<file path="config.mk">
export PLATFORM = sky130hd
export DESIGN_NAME = mem_bus_arbiter
export DESIGN_NICKNAME = d
export VERILOG_FILES = /design/src/rtl/mem_bus_arbiter_pkg.sv /design/src/rtl/mem_bus_arbiter.sv
export SDC_FILE = /design/constraint.sdc
export NUM_CORES = 1
export LEC_CHECK = 0
export ABC_AREA = 1
export CAP_MARGIN = 20
export CELL_PAD_IN_SITES_DETAIL_PLACEMENT = 0
export CELL_PAD_IN_SITES_GLOBAL_PLACEMENT = 1
export CORE_AREA = 2 2 161 163
export CTS_CLUSTER_SIZE = 8
export DETAILED_ROUTE_END_ITERATION = 7
export DIE_AREA = 0 0 163 165
export GPL_TIMING_DRIVEN = 0
export PLACE_DENSITY = 0.76
export SETUP_SLACK_MARGIN = 0.1
export SKIP_CTS_REPAIR_TIMING = 1
export SYNTH_ARGS = -nofsm -noshare
export SYNTH_HDL_FRONTEND = slang
export SYNTH_SLANG_ARGS = --single-unit
</file>
<file path="constraint.sdc">
create_clock -name clk -period 1.7 [get_ports clk]
set_input_delay 0.34 -clock clk [delete_from_list [all_inputs] [get_ports clk]]
set_output_delay 0.34 -clock clk [all_outputs]
set_load 0.02 [all_outputs]
</file>
<file path="src/rtl/mem_bus_arbiter_pkg.sv">
// mem_bus_arbiter_pkg: arbiter FSM states and the latched memory command layout
package riscv_defines;
  typedef enum logic [1:0] {IDLE, ADDR, RESP} arb_state_t;
  typedef struct packed {
    logic        we;
    logic [31:0] addr;
    logic [31:0] wdata;
    logic [3:0]  wstrb;
  } mem_cmd_t;
endpackage

</file>
<file path="src/rtl/mem_bus_arbiter.sv">
// mem_bus_arbiter: two-requester round-robin arbiter onto a single-outstanding data memory port
module mem_bus_arbiter
  import riscv_defines::*;
#(
  parameter int   TIMEOUT    = 255,
  parameter logic RESET_LAST = 1'b1
) (
  input  logic        clk,
  input  logic        start,
  input  logic        m0_req,
  input  logic        m0_we,
  input  logic [31:0] m0_addr,
  input  logic [31:0] m0_wdata,
  input  logic [3:0]  m0_wstrb,
  output logic        m0_gnt,
  output logic        m0_rvalid,
  output logic [31:0] m0_rdata,
  output logic        m0_err,
  input  logic        m1_req,
  input  logic        m1_we,
  input  logic [31:0] m1_addr,
  input  logic [31:0] m1_wdata,
  input  logic [3:0]  m1_wstrb,
  output logic        m1_gnt,
  output logic        m1_rvalid,
  output logic [31:0] m1_rdata,
  output logic        m1_err,
  output logic        mem_req,
  output logic        mem_we,
  output logic [31:0] mem_addr,
  output logic [31:0] mem_wdata,
  output logic [3:0]  mem_wstrb,
  input  logic        mem_ready,
  input  logic        mem_rvalid,
  input  logic [31:0] mem_rdata,
  input  logic        mem_err,
  output logic        busy
);
  localparam int CW = $clog2(TIMEOUT + 1);
  localparam logic [CW-1:0] CNT_MAX = CW'(TIMEOUT);
  localparam logic [CW-1:0] CNT_LAST = CW'(TIMEOUT - 1);
  arb_state_t state, state_n;
  mem_cmd_t cmd;
  logic owner, last_grant, pick, both, accept, finish;
  logic [CW-1:0] cnt;
  always_comb begin
    both = m0_req && m1_req;
    pick = both ? !last_grant : m1_req;
    accept = state == ADDR && mem_ready;
    finish = state == RESP && (mem_rvalid || cnt == CNT_LAST);
    state_n = state == IDLE ? ((m0_req || m1_req) ? ADDR : IDLE)
            : accept ? RESP : finish ? IDLE : state;
  end
  assign {mem_we, mem_addr, mem_wdata, mem_wstrb} = cmd;
  assign m0_gnt = start && accept && !owner;
  assign m1_gnt = start && accept && owner;
  assign busy = state != IDLE;
  always_ff @(posedge clk) begin
    if (!start) begin
      state <= IDLE;
      owner <= 1'b0;
      last_grant <= RESET_LAST;
      cnt <= '0;
      cmd <= '0;
      mem_req <= 1'b0;
      m0_rvalid <= 1'b0;
      m1_rvalid <= 1'b0;
      m0_err <= 1'b0;
      m1_err <= 1'b0;
      m0_rdata <= '0;
      m1_rdata <= '0;
    end else begin
      state <= state_n;
      m0_rvalid <= 1'b0;
      m1_rvalid <= 1'b0;
      m0_err <= 1'b0;
      m1_err <= 1'b0;
      if (state == IDLE && (m0_req || m1_req)) begin
        owner <= pick;
        mem_req <= 1'b1;
        cmd <= pick ? {m1_we, m1_addr, m1_wdata, m1_wstrb} : {m0_we, m0_addr, m0_wdata, m0_wstrb};
        if (both) last_grant <= pick;
      end
      if (accept) begin
        mem_req <= 1'b0;
        cnt <= '0;
      end else if (state == RESP && cnt != CNT_MAX) begin
        cnt <= cnt + CW'(1);
      end
      // a timeout answers with err set and zero data
      if (finish && owner) begin
        m1_rvalid <= 1'b1;
        m1_err <= !mem_rvalid || mem_err;
        m1_rdata <= mem_rvalid ? mem_rdata : '0;
      end
      if (finish && !owner) begin
        m0_rvalid <= 1'b1;
        m0_err <= !mem_rvalid || mem_err;
        m0_rdata <= mem_rvalid ? mem_rdata : '0;
      end
    end
  end
endmodule

</file>
# == After elaboration in Yosys (flattened, before gate mapping) ==
# Index checks and enable logic that the tools add are counted.
# op_classes
n_addsub,1
n_eq_ne,4
muxes,9
bitwise_logic,1
reduce_logical,23
# op_table
operator,n
2-to-1 mux 69 bit,1
2-to-1 mux 32 bit,1
logical AND 1 bit,10
"adder 8 x 1 -> 8 bit, second input constant",1
"equality test 8 bit, second input constant",1
"!= test 8 bit, second input constant",1
2-to-1 mux 2 bit,3
AND reduction 2 bit,3
2-to-1 mux 1 bit,4
logical NOT 1 bit,3
logical OR 1 bit,3
nonzero test 3 bit,1
"equality test 2 x 1 -> 1 bit, second input constant",1
"equality test 2 bit, second input constant",1
logical NOT 2 bit,1
nonzero test 2 bit,1
OR reduction 2 bit,1
NOT 1 bit,1
# word_totals
regBits,150
elab_cells,53

# == Depth between registers and ports, before layout ==
# Gate-level depths: netlist of the first run.
# logic_depth
ltp_word,6
mapped_depth,11
depth_no_buf,10

# == Least setup slack after synthesis of the first run ==
# Ideal clock, no wire load.
# synth_timing
path_type,input port to output port
start,input start
end,output m0_gnt
arrival_time_ps,1131
required_ps,1360
setup_slack_ps,229
path_stages,4
path_buffers,2
cell_sequence,buf_2 > clkbuf_1 > nand2_1 > nor2_1
# synth_via
elab_chain_len,2
# synth_lines
item,line,text
from (decl),mem_bus_arbiter.sv:9,"input logic start,"
logical AND 1 bit (2 in a row),mem_bus_arbiter.sv:55,assign m0_gnt = start && accept && !owner;
to (decl),mem_bus_arbiter.sv:15,"output logic m0_gnt,"
# Every way passes these cells.

# == Worst setup path after layout of the first run ==
# layout_timing
start,register owner
end,output m0_gnt
# layout_via
elab_chain_len,2
# layout_lines
item,line,text
from (decl),mem_bus_arbiter.sv:44,"logic owner, last_grant, pick, both, accept, finish;"
from (signal assigned),mem_bus_arbiter.sv:79,owner <= pick;
logical NOT 1 bit,mem_bus_arbiter.sv:55,
logical AND 1 bit,mem_bus_arbiter.sv:55,
# Every way passes these cells.

==> run metrics, run 1 <==
Post-synth ARST share 0%; Post-synth EDFFs 0; Top Ports approximately 320; number of placement rows 58; largest area contributor in the netlist dfxtp_1; min-delay worst type in2reg; Slew headroom between 60 and 70%; Clock transition at path regs 0.07 ns; pwr/cell area about 950 nW/um^2; DR pass1 iterations 4; crit path DAT between 1 and 1.5 ns; flops & latches, synth 150; gr ovfl total 0; vias in the first global route between 7000 and 8000; largest family of logic cells by synthesized area simple AND/OR/NAND/NOR gates; cell chain of the critical path buf_4 -> buf_6 -> nor2_2 -> buf_4; GPL Wtd Cong ~0.85; Synth Area in Compound Gates about an eighth; CTS tree built; cell area after layout between 10000 and 15000 sq um; largest net degree at the start of global routing 17; final setup skew ~0.0089 ns; Die Wd approximately 160 um; slew of the pin with the lowest slew margin ~0.54 ns; Final nets 1532; Peak VDD IR 0.582 mV; DR vias/cell about 4.4; fill cell count about 2600; P_leak roughly 0.0073 uW; xor-xnor portion of the synthesized cell area less than 1%; Design Power about 11000 uW; Mapped Nets roughly 1200; MaxCap Viol Count 0; Met3 Routed Length between 2 and 2.5 mm; Starting DRT DRC Count around 330; outcome finished, final reports clean; synth top area cells dfxtp_1 (45%), nand2_1 (18%), inv_1 (7.0%); cell repeated most along the worst path buf_4; CP peak stage delay 0.33 ns; Max clock buf depth 2; shortest period the worst path allows between 1.5 and 2 ns; post-DP HPWL slightly above 20 mm; initial antenna violation count 0; CTS Buf Count 17; Worst-Skew Late Latency between 0.4 and 0.5 ns; Slowest cell on crit path dfxtp_2; # DRC 0; Core ar. 25000 sq um; Yosys cell types 27; TNS Setup 0 ns; Finished Layout Cells 1696; Max Freq between 500 and 600 MHz; Critical Path RT about 1.4 ns; Post-Route M1 WL 10.8 mm; Initial Utilization between 20% and 30%; Sink Count 150; Die Ht 165 um; Post-Syn Instances approximately 1000; WL final 26.7 mm; global-route wire length before repair around 39 mm; WL met2 about 13 mm; GRT Util Overall between 10% and 20%; PortBufs 316; Simple-Gate Fraction of Synth Area 29.3%; Ys Warns 0; WL/cell approximately 16 um; number of nets with antenna violations after routing 0; Mean Syn Cell Area 6.68 sq um; antenna cell count 0; share of cells above drive strength 1 12.0%; placed cells around 1600; Cell Area, Synth approximately 6700 sq um; Die ar. 26900 sq um; final worst path period share between 90% and 100%; Root Buffer clkbuf_16; Setup violations, final 0; fin. max-slew vios 0; DR top layer met4; top-area cell type share of the netlist area 45.1%; Setup crit end kind output port; Top FF cell, synth dfxtp_1; area grow syn2layout 76.4%; Worst Setup Start Kind flip-flop; post-synthesis sequential area ratio 45.1%; DR vias around 7500; H-tree Lvls 4; Post-DP Area a little over 10000 sq um; Fin. Hold Viols 0; RSZ-0062 raised after global routing yes; Critical Setup Path Class reg2out; post-synthesis mux area share 0%; Critical Path Fanout Max 10; adder-cell share of the synthesized area 0.376%
-- critical path, delay by kind of cell (launching register included) --
family	cells	cell delay (ns)
buffers and inverters	3	0.48
flip-flops	1	0.33
AND/OR/NAND/NOR	1	0.12
-- flip-flops by register name, summed over array words and instances (netlist names) --
name,flops
mem_addr,32
mem_req,1
m0_err,1
mem_wstrb,4
owner,1
mem_wdata,32
last_grant,1
state,2
cnt,8
mem_we,1
m1_rvalid,1
m0_rvalid,1
m1_err,1
m1_rdata,32
m0_rdata,32
-- metal layers --
layer  track usage (%)  vias up
met5                 0        -
met2              34.1      259
met1              21.3     3331
met3              6.18       19
met4              5.39        0
li1                  -     3844
-- cells by family (layout without fill, tap and decap cells) --
family / after synthesis / after routing
buffers and inverters: 202 / 570
AO/OA/AOI/OAI: 154 / 154
flip-flops: 150 / 150
AND/OR/NAND/NOR: 489 / 489
adder cells (fa/ha/maj): 2 / 2
XOR/XNOR: 1 / 1
-- path summary, 6_finish.rpt --
path         startpoint            to  slack, ns  depth (start not counted)
max               owner        m0_gnt       0.01                          4
min           mem_ready      state[1]       0.33                          5
max reg2reg      cnt[0]  m0_rdata[17]       0.13                         12
min reg2reg     mem_req       mem_req       0.48                          2
-- power by group --
group / internal [uW] / switching, uW
logic: 1450 / 1730
clock network: 2190 / 1650
registers: 3910 / 216
-- layout make-up --
| cell class | instances | area (sq um) | area share, % |
|---|---|---|---|
| clock buffer | 20 | 437 | 3.71 |
| buffer | 68 | 463 | 3.94 |
| clock inverter | 12 | 143 | 1.21 |
| inverter | 134 | 509 | 4.33 |
| sequential | 150 | 3020 | 25.7 |
| timing repair buffer | 336 | 3750 | 31.9 |
| tap | 330 | 413 | 3.51 |
| multi-input combinational | 646 | 3030 | 25.8 |
-- synthesized netlist by cell type (2+ instances only) --
cell,count
inv_2,8
buf_4,3
buf_2,23
nand3_2,2
inv_1,125
nor3_1,5
nand2_1,328
ha_1,2
a21oi_1,8
o21ai_1,10
dfxtp_1,150
o21ai_0,62
nor2_1,114
nand4_1,33
nand3_1,4
a31oi_1,69
a21oi_2,2
buf_1,4
clkbuf_1,38
-- metrics by stage --
step | worst slack, ns | util [%] | hold WS, ns
2_1_floorplan | 0.229 | - | 0.462
4_1_cts | -1.08 | 43.2 | 0.465
6_report | 0.0106 | 47.0 | 0.325
3_3_place_gp | -1.06 | 40.9 | 0.457
5_1_grt | -0.0580 | 47.0 | 0.331
3_5_place_dp | -1.08 | 40.9 | 0.470
-- cells in the final DEF (no fill, tap or decap), types with 5 or more instances in the layout --
master           count
clkdlybuf4s50_1    173
dfxtp_2              5
clkbuf_16           20
buf_4               20
nand2_1            308
clkinvlp_4           5
o21ai_0             62
inv_1              119
dfxtp_1            143
inv_2               13
dlymetal6s2s_1     140
a31oi_1             69
nor3_1               5
buf_6               12
buf_8                5
clkbuf_2            25
a21oi_1              8
clkbuf_1            13
nor2_1             109
buf_2                9
nor2_4               5
nand2_2             14
nand4_1             33
o21ai_1             10
nand2_4              7
No activity file was read; power rests on OpenSTA's default activity.
==> run 2: changes to the inputs <==
SLEW_MARGIN = 5   (was default)
==> results of run 2 <==
Final layout, timing and power as in run 1 (identical DEF).
==> run 3: changes to the inputs <==
GPL_TIMING_DRIVEN = 1   (was 0)
SLEW_MARGIN = 20   (was 5)
==> run 3 against run 2 <==
Compared with the run above:
- total power increased by 3.1%
- clock power decreased by 2%
- via count decreased by 2.0%
- first-iteration DRC count decreased by 9.6%
==> run metrics, run 3 (synthesized netlist as in run 1, its figures left out) <==
# DRC 0; share of cells above drive strength 1 12.2%; Design Power 11500 uW; min-delay worst type in2reg; PortBufs between 300 and 400; Final nets between 1500 and 2000; DR pass1 iterations 5; Setup violations, final 0; Worst-Skew Late Latency 0.42 ns; CTS tree built; CP peak stage delay 0.32 ns; Top Ports between 300 and 400; initial antenna violation count 0; Worst Setup Start Kind flip-flop; Clock transition at path regs ~0.07 ns; GPL Wtd Cong around 0.78; slew of the pin with the lowest slew margin approximately 0.54 ns; vias in the first global route 6733; CTS Buf Count 17; H-tree Lvls 4; Core ar. between 20000 and 30000 sq um; P_leak around 0.0073 uW; Setup crit end kind flip-flop; crit path DAT slightly below 2 ns; largest net degree at the start of global routing 91; Root Buffer clkbuf_16; RSZ-0062 raised after global routing yes; WL/cell roughly 16 um; DR vias/cell between 4 and 5; Initial Utilization approximately a quarter; gr ovfl total 0; Max clock buf depth 2; WL final between 20 and 30 mm; Slew headroom a little under two thirds; Critical Path Fanout Max 8; shortest period the worst path allows 1.62 ns; Die Wd between 150 and 200 um; area grow syn2layout 81.0%; DR vias roughly 7300; number of placement rows 58; global-route wire length before repair 36.5 mm; Critical Path RT approximately 2 ns; Sink Count 150; fin. max-slew vios 0; pwr/cell area about 950 nW/um^2; commonest non-fill, non-tap cell in the layout nand2_1; Slowest cell on crit path dfxtp_2; final setup skew approximately 0.008 ns; number of nets with antenna violations after routing 0; antenna cell count 0; post-DP HPWL between 15 and 20 mm; Die ar. about 27000 sq um; final worst path period share a little over nine tenths; Critical Setup Path Class reg2reg; most frequent cells in the layout nand2_1 (313), clkdlybuf4s50_1 (174), dfxtp_1 (142); MaxCap Viol Count 0; outcome finished, final reports clean; Peak VDD IR roughly 0.62 mV; Die Ht 165 um; Max Freq roughly 620 MHz; Starting DRT DRC Count 300; GRT Util Overall 17.4%; Fin Hold WS 0.327 ns; cell chain of the critical path buf_4 -> inv_4 -> nand2_4 -> buf_6 -> a21oi_4 -> buf_12 -> clkbuf_16 -> buf_8 -> o21ai_0 -> a31oi_1; Fin. Hold Viols 0
==> run 3: critical path: cells and delay by family, from the launching register on <==
kind                   cells  cell delay (ns)
AND/OR/NAND/NOR            1             0.06
AO/OA/AOI/OAI              3             0.43
buffers and inverters      6             0.73
flip-flops                 1             0.32
==> run 3: cell type report <==
type / count / area, sq um
tap: 330 / 413
clock buffer: 19 / 443
clock inverter: 12 / 119
inverter: 134 / 505
timing repair buffer: 376 / 4380
sequential: 150 / 3020
fill: 2522 / 13000
multi-input combinational: 647 / 3180
==> run 3: worst paths after layout <==
path,from,to,slack [ns],cells past startpoint
setup reg to reg,state[0],mem_addr[25],0.08,10
setup / recovery,state[0],mem_addr[25],0.08,10
hold reg to reg,mem_req,mem_req,0.48,2
hold / removal,mem_ready,state[1],0.33,5
==> run 3: stage by stage <==
stage | instances | utilization (%) | TNS [ns] | worst slack, ns | area [sq um]
after floorplan | 998 | - | 0 | 0.229 | 6660
after global placement | 1615 | 41.5 | -5.68 | -0.584 | 10400
after detailed placement | 1615 | 41.5 | -7.16 | -0.575 | 10400
after CTS | 1646 | 43.8 | -7.01 | -0.575 | 11000
after global routing | 1668 | 48.2 | -0.00247 | -0.00247 | 12100
final | 1668 | 48.2 | 0 | 0.0761 | 12100
==> run 3: report_power, final <==
part | internal (uW) | switching (uW)
clock network | 2070 | 1690
logic | 1760 | 1860
registers | 3900 | 210
total | 7740 | 3760
==> run 3: metal layers <==
metal / GRT usage [%] / up-vias / share of wire [%]
li1: - / 3797 / -
met5: 0 / - / 0
met1: 21.0 / 3239 / 43
met4: 5.87 / 0 / 2.1
met2: 29.2 / 247 / 48
met3: 5.75 / 23 / 7.3
==> variant 1 (settings of run 2) <==
Set the parameter `RESET_LAST` to 1'b0 (it was 1'b1).
--- a/src/rtl/mem_bus_arbiter.sv
+++ b/src/rtl/mem_bus_arbiter.sv
@@ -5,3 +5,3 @@
   parameter int   TIMEOUT    = 255,
-  parameter logic RESET_LAST = 1'b1
+  parameter logic RESET_LAST = 1'b0
 ) (
Check against the original RTL: not equivalent (Yosys sat finds a counterexample within 4 cycles, from zero or initial values).
==> variant 1 against run 2 <==
- the flow now finishes with violations (negative setup slack)
- worst hold slack better by 0.095 ns
- clock power is 4% lower
- critical path depth stayed put
- wire length is 2.0% higher
- register-to-register slack hardly changed
- count of clock-buffer cells in the layout stayed put
- worst setup slack worse by 0.083 ns
- synthesized cell count is 0.10% lower
- area after synthesis is 1.0% higher
- design area is 0.47% lower
- via count is 0.67% higher
- sequential cell count stayed put
- power is 1.3% lower
==> variant 1: results (changes against run 2) <==
\begin{tabular}{lr}
\hline
Metric & Value \\
\hline
\multicolumn{2}{l}{\textbf{STA}} \\
\quad Clock tree skew after final layout & 0.0110 ns (was 0.00893 ns) \\
\quad Slew at the pin closest to its max-slew limit & 0.635 ns (was 0.541 ns) \\
\quad Final critical-path setup slack & -0.0719 ns (was 0.0106 ns) \\
\quad Count of final setup violators & 2 (was 0) \\
\quad Setup Total Neg Slack & -0.113 ns (was 0 ns) \\
\multicolumn{2}{l}{\textbf{Synthesis}} \\
\quad Ranking of synthesized cells by instance count & sky130\_fd\_sc\_hd\_\_nand2\_1, sky130\_fd\_sc\_hd\_\_dfxtp\_1, sky130\_fd\_sc\_hd\_\_inv\_1 (unchanged) \\
\quad Number of distinct library cells after synthesis & 22 (was 27) \\
\quad Sequential cell area fraction in the yosys report & 44.6\% (was 45.1\%) \\
\quad Cell types occupying the most area after synthesis & sky130\_fd\_sc\_hd\_\_dfxtp\_1, sky130\_fd\_sc\_hd\_\_nand2\_1, sky130\_fd\_sc\_hd\_\_inv\_1, sky130\_fd\_sc\_hd\_\_nor2\_1, sky130\_fd\_sc\_hd\_\_a31oi\_1 (was sky130\_fd\_sc\_hd\_\_dfxtp\_1, sky130\_fd\_sc\_hd\_\_nand2\_1, sky130\_fd\_sc\_hd\_\_inv\_1, sky130\_fd\_sc\_hd\_\_a31oi\_1, sky130\_fd\_sc\_hd\_\_nor2\_1) \\
\quad Net count after synthesis & 1176 (was 1177) \\
\multicolumn{2}{l}{\textbf{Cells and area}} \\
\quad Net count, final & 1528 (was 1532) \\
\quad Proportion of layout cells with a drive suffix above 1 & 11.3\% (was 12.0\%) \\
\quad Filler cell count & 2604 (was 2575) \\
\multicolumn{2}{l}{\textbf{Critical path}} \\
\quad Data arrival at the endpoint of the critical path & 1.43 ns (was 1.35 ns) \\
\multicolumn{2}{l}{\textbf{Place}} \\
\quad Post-Place Worst Slack & -1.46 ns (was -1.08 ns) \\
\quad Post-detail-place hpwl & 20.6 mm (was 20.1 mm) \\
\quad Global placement routability congestion & 0.869 (was 0.855) \\
\quad Count of placed standard cells including taps & 1643 (was 1644) \\
\multicolumn{2}{l}{\textbf{Power}} \\
\quad IR drop worst, VDD & 0.514 mV (was 0.582 mV) \\
\quad Leakage power of the design & 7.18 nW (was 7.25 nW) \\
\quad Internal power of the cells & 0.00741 W (was 0.00755 W) \\
\multicolumn{2}{l}{\textbf{Global route}} \\
\quad Met3 capacity usage during global routing & 7.06\% (was 6.18\%) \\
\quad GRT Resource Usage Total & 19.5\% (was 18.9\%) \\
\quad Met2 track demand over resource & 34.5\% (was 34.1\%) \\
\multicolumn{2}{l}{\textbf{Detailed routing}} \\
\quad Total via count in the routed design & 7503 (was 7453) \\
\quad Initial drt markers & 364 (was 332) \\
\multicolumn{2}{l}{\textbf{Outcome}} \\
\quad Outcome & complete, but fails checks (was complete, no violations) \\
\quad Failing checks & negative setup slack \\
\hline
\end{tabular}
[variant 1: changes by cell type after synthesis, moves of 3 or more]
cell	run 2	this run
sky130_fd_sc_hd__buf_6	0	9
sky130_fd_sc_hd__inv_2	8	0
sky130_fd_sc_hd__nand2_1	328	331
sky130_fd_sc_hd__o21ai_0	62	72
sky130_fd_sc_hd__inv_1	125	128
sky130_fd_sc_hd__buf_4	3	0
sky130_fd_sc_hd__o21ai_1	10	0
sky130_fd_sc_hd__buf_2	23	16
[variant 1: layer usage]
| layer | wire [µm] | share of wire, % |
|---|---|---|
| met5 | 0 | 0 |
| met4 | 455 | 1.7 |
| met3 | 2300 | 8.4 |
| met2 | 13500 | 50 |
| met1 | 11000 | 40 |
[variant 1: stage by stage]
step,instance area [µm²],hold slack (ns)
finish,11700,0.420
global route,11700,0.480
CTS,10900,0.469
detailed placement,10300,0.467
global placement,10300,0.456
floorplan,6730,0.463
[variant 1: logic make-up after synthesis]
group	Yosys count	synth area share, %
AO/OA/AOI/OAI	150	12.6
XOR/XNOR	2	0.260
adder cells (fa/ha/maj)	2	0.372
buffers and inverters	198	12.3
flip-flops	150	44.6
AND/OR/NAND/NOR	495	29.9
[variant 1: cell type report]
class | instances | share of cell area [%]
timing repair buffer | 333 | 31.5
inverter | 130 | 4.22
clock inverter | 12 | 1.02
tap | 330 | 3.53
clock buffer | 20 | 3.73
buffer | 68 | 4.15
multi-input combinational | 649 | 26.1
sequential | 150 | 25.8
[variant 1: power groups by stage]
stage / Clock (W) / Combinational [W] / Sequential [W]
floorplan: 0 / 0.00101 / 0.00460
global placement: 0 / 0.00305 / 0.00420
detailed placement: 0 / 0.00305 / 0.00421
CTS: 0.00377 / 0.00307 / 0.00413
global route: 0.00392 / 0.00348 / 0.00416
finish: 0.00368 / 0.00321 / 0.00412
[variant 1: final timing paths]
check | from | endpoint | slack (ns) | cells past startpoint
worst max-delay path | owner$_SDFFE_PN0P_ | m0_gnt | -0.07 | 4
worst min register to register | mem_req$_SDFFE_PP0P_ | mem_req$_SDFFE_PP0P_ | 0.48 | 2
worst max register to register | cnt[4]$_SDFFE_PP0P_ | m0_rdata[14]$_SDFFE_PN0P_ | 0.13 | 9
worst min-delay path | start | m0_rvalid$_SDFF_PN0_ | 0.42 | 3
[variant 1: worst max-delay path, stage by stage (launching register included)]
cell,delay (ns)
sky130_fd_sc_hd__dfxtp_1,0.37
sky130_fd_sc_hd__buf_4,0.21
sky130_fd_sc_hd__buf_4,0.21
sky130_fd_sc_hd__nor2_2,0.07
sky130_fd_sc_hd__buf_4,0.15
==> variant 2 (flow settings as in run 2) <==
Made on the original files. Register the output `m1_err` once more, without a reset; this adds one clock of latency there. The other outputs are not delayed to match.
--- a/src/rtl/mem_bus_arbiter.sv
+++ b/src/rtl/mem_bus_arbiter.sv
@@ -41,2 +41,4 @@
   localparam logic [CW-1:0] CNT_LAST = CW'(TIMEOUT - 1);
+
+  logic m1_err_s0;
   arb_state_t state, state_n;
@@ -68,3 +70,3 @@
       m0_err <= 1'b0;
-      m1_err <= 1'b0;
+      m1_err_s0 <= 1'b0;
       m0_rdata <= '0;
@@ -76,3 +78,3 @@
       m0_err <= 1'b0;
-      m1_err <= 1'b0;
+      m1_err_s0 <= 1'b0;
       if (state == IDLE && (m0_req || m1_req)) begin
@@ -92,3 +94,3 @@
         m1_rvalid <= 1'b1;
-        m1_err <= !mem_rvalid || mem_err;
+        m1_err_s0 <= !mem_rvalid || mem_err;
         m1_rdata <= mem_rvalid ? mem_rdata : '0;
@@ -102,2 +104,6 @@
   end
+  always_ff @(posedge clk) begin
+    m1_err <= m1_err_s0;
+  end
+
 endmodule
Behaviour: not the same (Yosys sat finds a counterexample within 4 cycles, from zero or initial values).
==> variant 2 against run 2 <==
- the flow now finishes with violations (negative setup slack)
- worst setup slack got worse by 0.062 ns
- wire length rose by 0.67%
- first-iteration DRC count rose by 34%
- clock skew rose by 0.0057 ns
- maximum frequency fell by 3.5%
- power rose by 3.3%
- area after synthesis rose by 0.30%
- design area rose by 0.27%
- sequential cell count rose by 1
==> variant 2: results (changes against run 2) <==
\begin{tabular}{lr}
\hline
Metric & Value \\
\hline
\multicolumn{2}{l}{\textbf{Outcome}} \\
\quad Outcome & complete, but fails checks (was complete, no violations) \\
\quad Failing checks & negative setup slack \\
\multicolumn{2}{l}{\textbf{Synthesis}} \\
\quad Ranking of synthesized cells by instance count & sky130\_fd\_sc\_hd\_\_nand2\_1, sky130\_fd\_sc\_hd\_\_dfxtp\_1, sky130\_fd\_sc\_hd\_\_inv\_1 (unchanged) \\
\quad Sequential cell area fraction in the yosys report & 45.2\% (was 45.1\%) \\
\quad Cell types occupying the most area after synthesis & sky130\_fd\_sc\_hd\_\_dfxtp\_1, sky130\_fd\_sc\_hd\_\_nand2\_1, sky130\_fd\_sc\_hd\_\_inv\_1, sky130\_fd\_sc\_hd\_\_a31oi\_1, sky130\_fd\_sc\_hd\_\_nor2\_1 (unchanged) \\
\multicolumn{2}{l}{\textbf{Cells and area}} \\
\quad Proportion of layout cells with a drive suffix above 1 & 11.4\% (was 12.0\%) \\
\quad NonClk Buf Share & 35.5\% (was 35.8\%) \\
\quad Finished Cell Area & 11800 µm² (about the same) \\
\quad Net count, final & 1530 (was 1532) \\
\quad Non-clock buffer instance count of the final layout & 401 (was 404) \\
\multicolumn{2}{l}{\textbf{Global route}} \\
\quad Routing usage on met1 & 21.9\% (was 21.3\%) \\
\quad Met3 capacity usage during global routing & 6.03\% (was 6.18\%) \\
\quad First-pass GRT wire length & 39.5 mm (was 38.8 mm) \\
\multicolumn{2}{l}{\textbf{STA}} \\
\quad Max\_slew headroom & 61.1\% (was 63.9\%) \\
\quad Count of final setup violators & 2 (was 0) \\
\quad Final critical-path setup slack & -0.0509 ns (was 0.0106 ns) \\
\quad Clock tree skew after final layout & 0.0147 ns (was 0.00893 ns) \\
\multicolumn{2}{l}{\textbf{Critical path}} \\
\quad Data arrival at the endpoint of the critical path & 1.41 ns (was 1.35 ns) \\
\quad Longest individual stage delay on the worst path & 0.37 ns (was 0.33 ns) \\
\quad Slowest CP cell & sky130\_fd\_sc\_hd\_\_dfxtp\_1 (was sky130\_fd\_sc\_hd\_\_dfxtp\_2) \\
\multicolumn{2}{l}{\textbf{Worst hold path}} \\
\quad Hold path start & m1\_err\_s0\$\_SDFF\_PN0\_ (was mem\_ready) \\
\multicolumn{2}{l}{\textbf{CTS}} \\
\quad Number of sinks driven by the clock tree & 151 (was 150) \\
\multicolumn{2}{l}{\textbf{Detailed routing}} \\
\quad Routed metal-1 wire length & 11.0 mm (was 10.8 mm) \\
\quad Initial drt markers & 446 (was 332) \\
\quad Pre-Repair DR Iteration Count & 7 (was 4) \\
\quad Wire length on met2 & 13.3 mm (was 13.4 mm) \\
\multicolumn{2}{l}{\textbf{Place}} \\
\quad Count of placed standard cells including taps & 1645 (was 1644) \\
\quad Post-detail-place hpwl & 20.3 mm (was 20.1 mm) \\
\multicolumn{2}{l}{\textbf{Power}} \\
\quad Leakage power of the design & 7.23 nW (was 7.25 nW) \\
\quad IR drop worst, VDD & 0.515 mV (was 0.582 mV) \\
\hline
\end{tabular}
-- variant 2: logic make-up after synthesis --
kind of cell	count (synthesis)	synth area share, %
compound gates	154	13.1
xor+xnor	1	0.131
fa+ha+maj	2	0.374
buf+inv	202	11.9
flops	151	45.2
simple gates	489	29.2
-- variant 2: metrics by stage --
stage                     utilization (%)  hold WS (ns)  setup slack [ns]  total power, W  TNS [ns]
after CTS                            43.5         0.330             -1.12          0.0114    -22.64
after detailed placement             41.0         0.319             -1.12         0.00726    -67.47
after global routing                 47.1         0.331            -0.135          0.0120    -0.259
after global placement               41.0         0.312             -1.10         0.00726    -66.67
after floorplan                         -         0.310             0.229         0.00563         0
final                                47.1         0.324           -0.0509          0.0115   -0.0992
-- variant 2: critical path, delay by kind of cell (launching register included) --
family,cells,cell delay (ns)
flops,1,0.37
buf+inv,3,0.56
simple gates,1,0.05
-- variant 2: power breakdown --
part	internal, W	switching [W]	total [W]
sequential	0.00393	0.000219	0.00415
clock	0.00251	0.00165	0.00417
combinational	0.00148	0.00173	0.00321
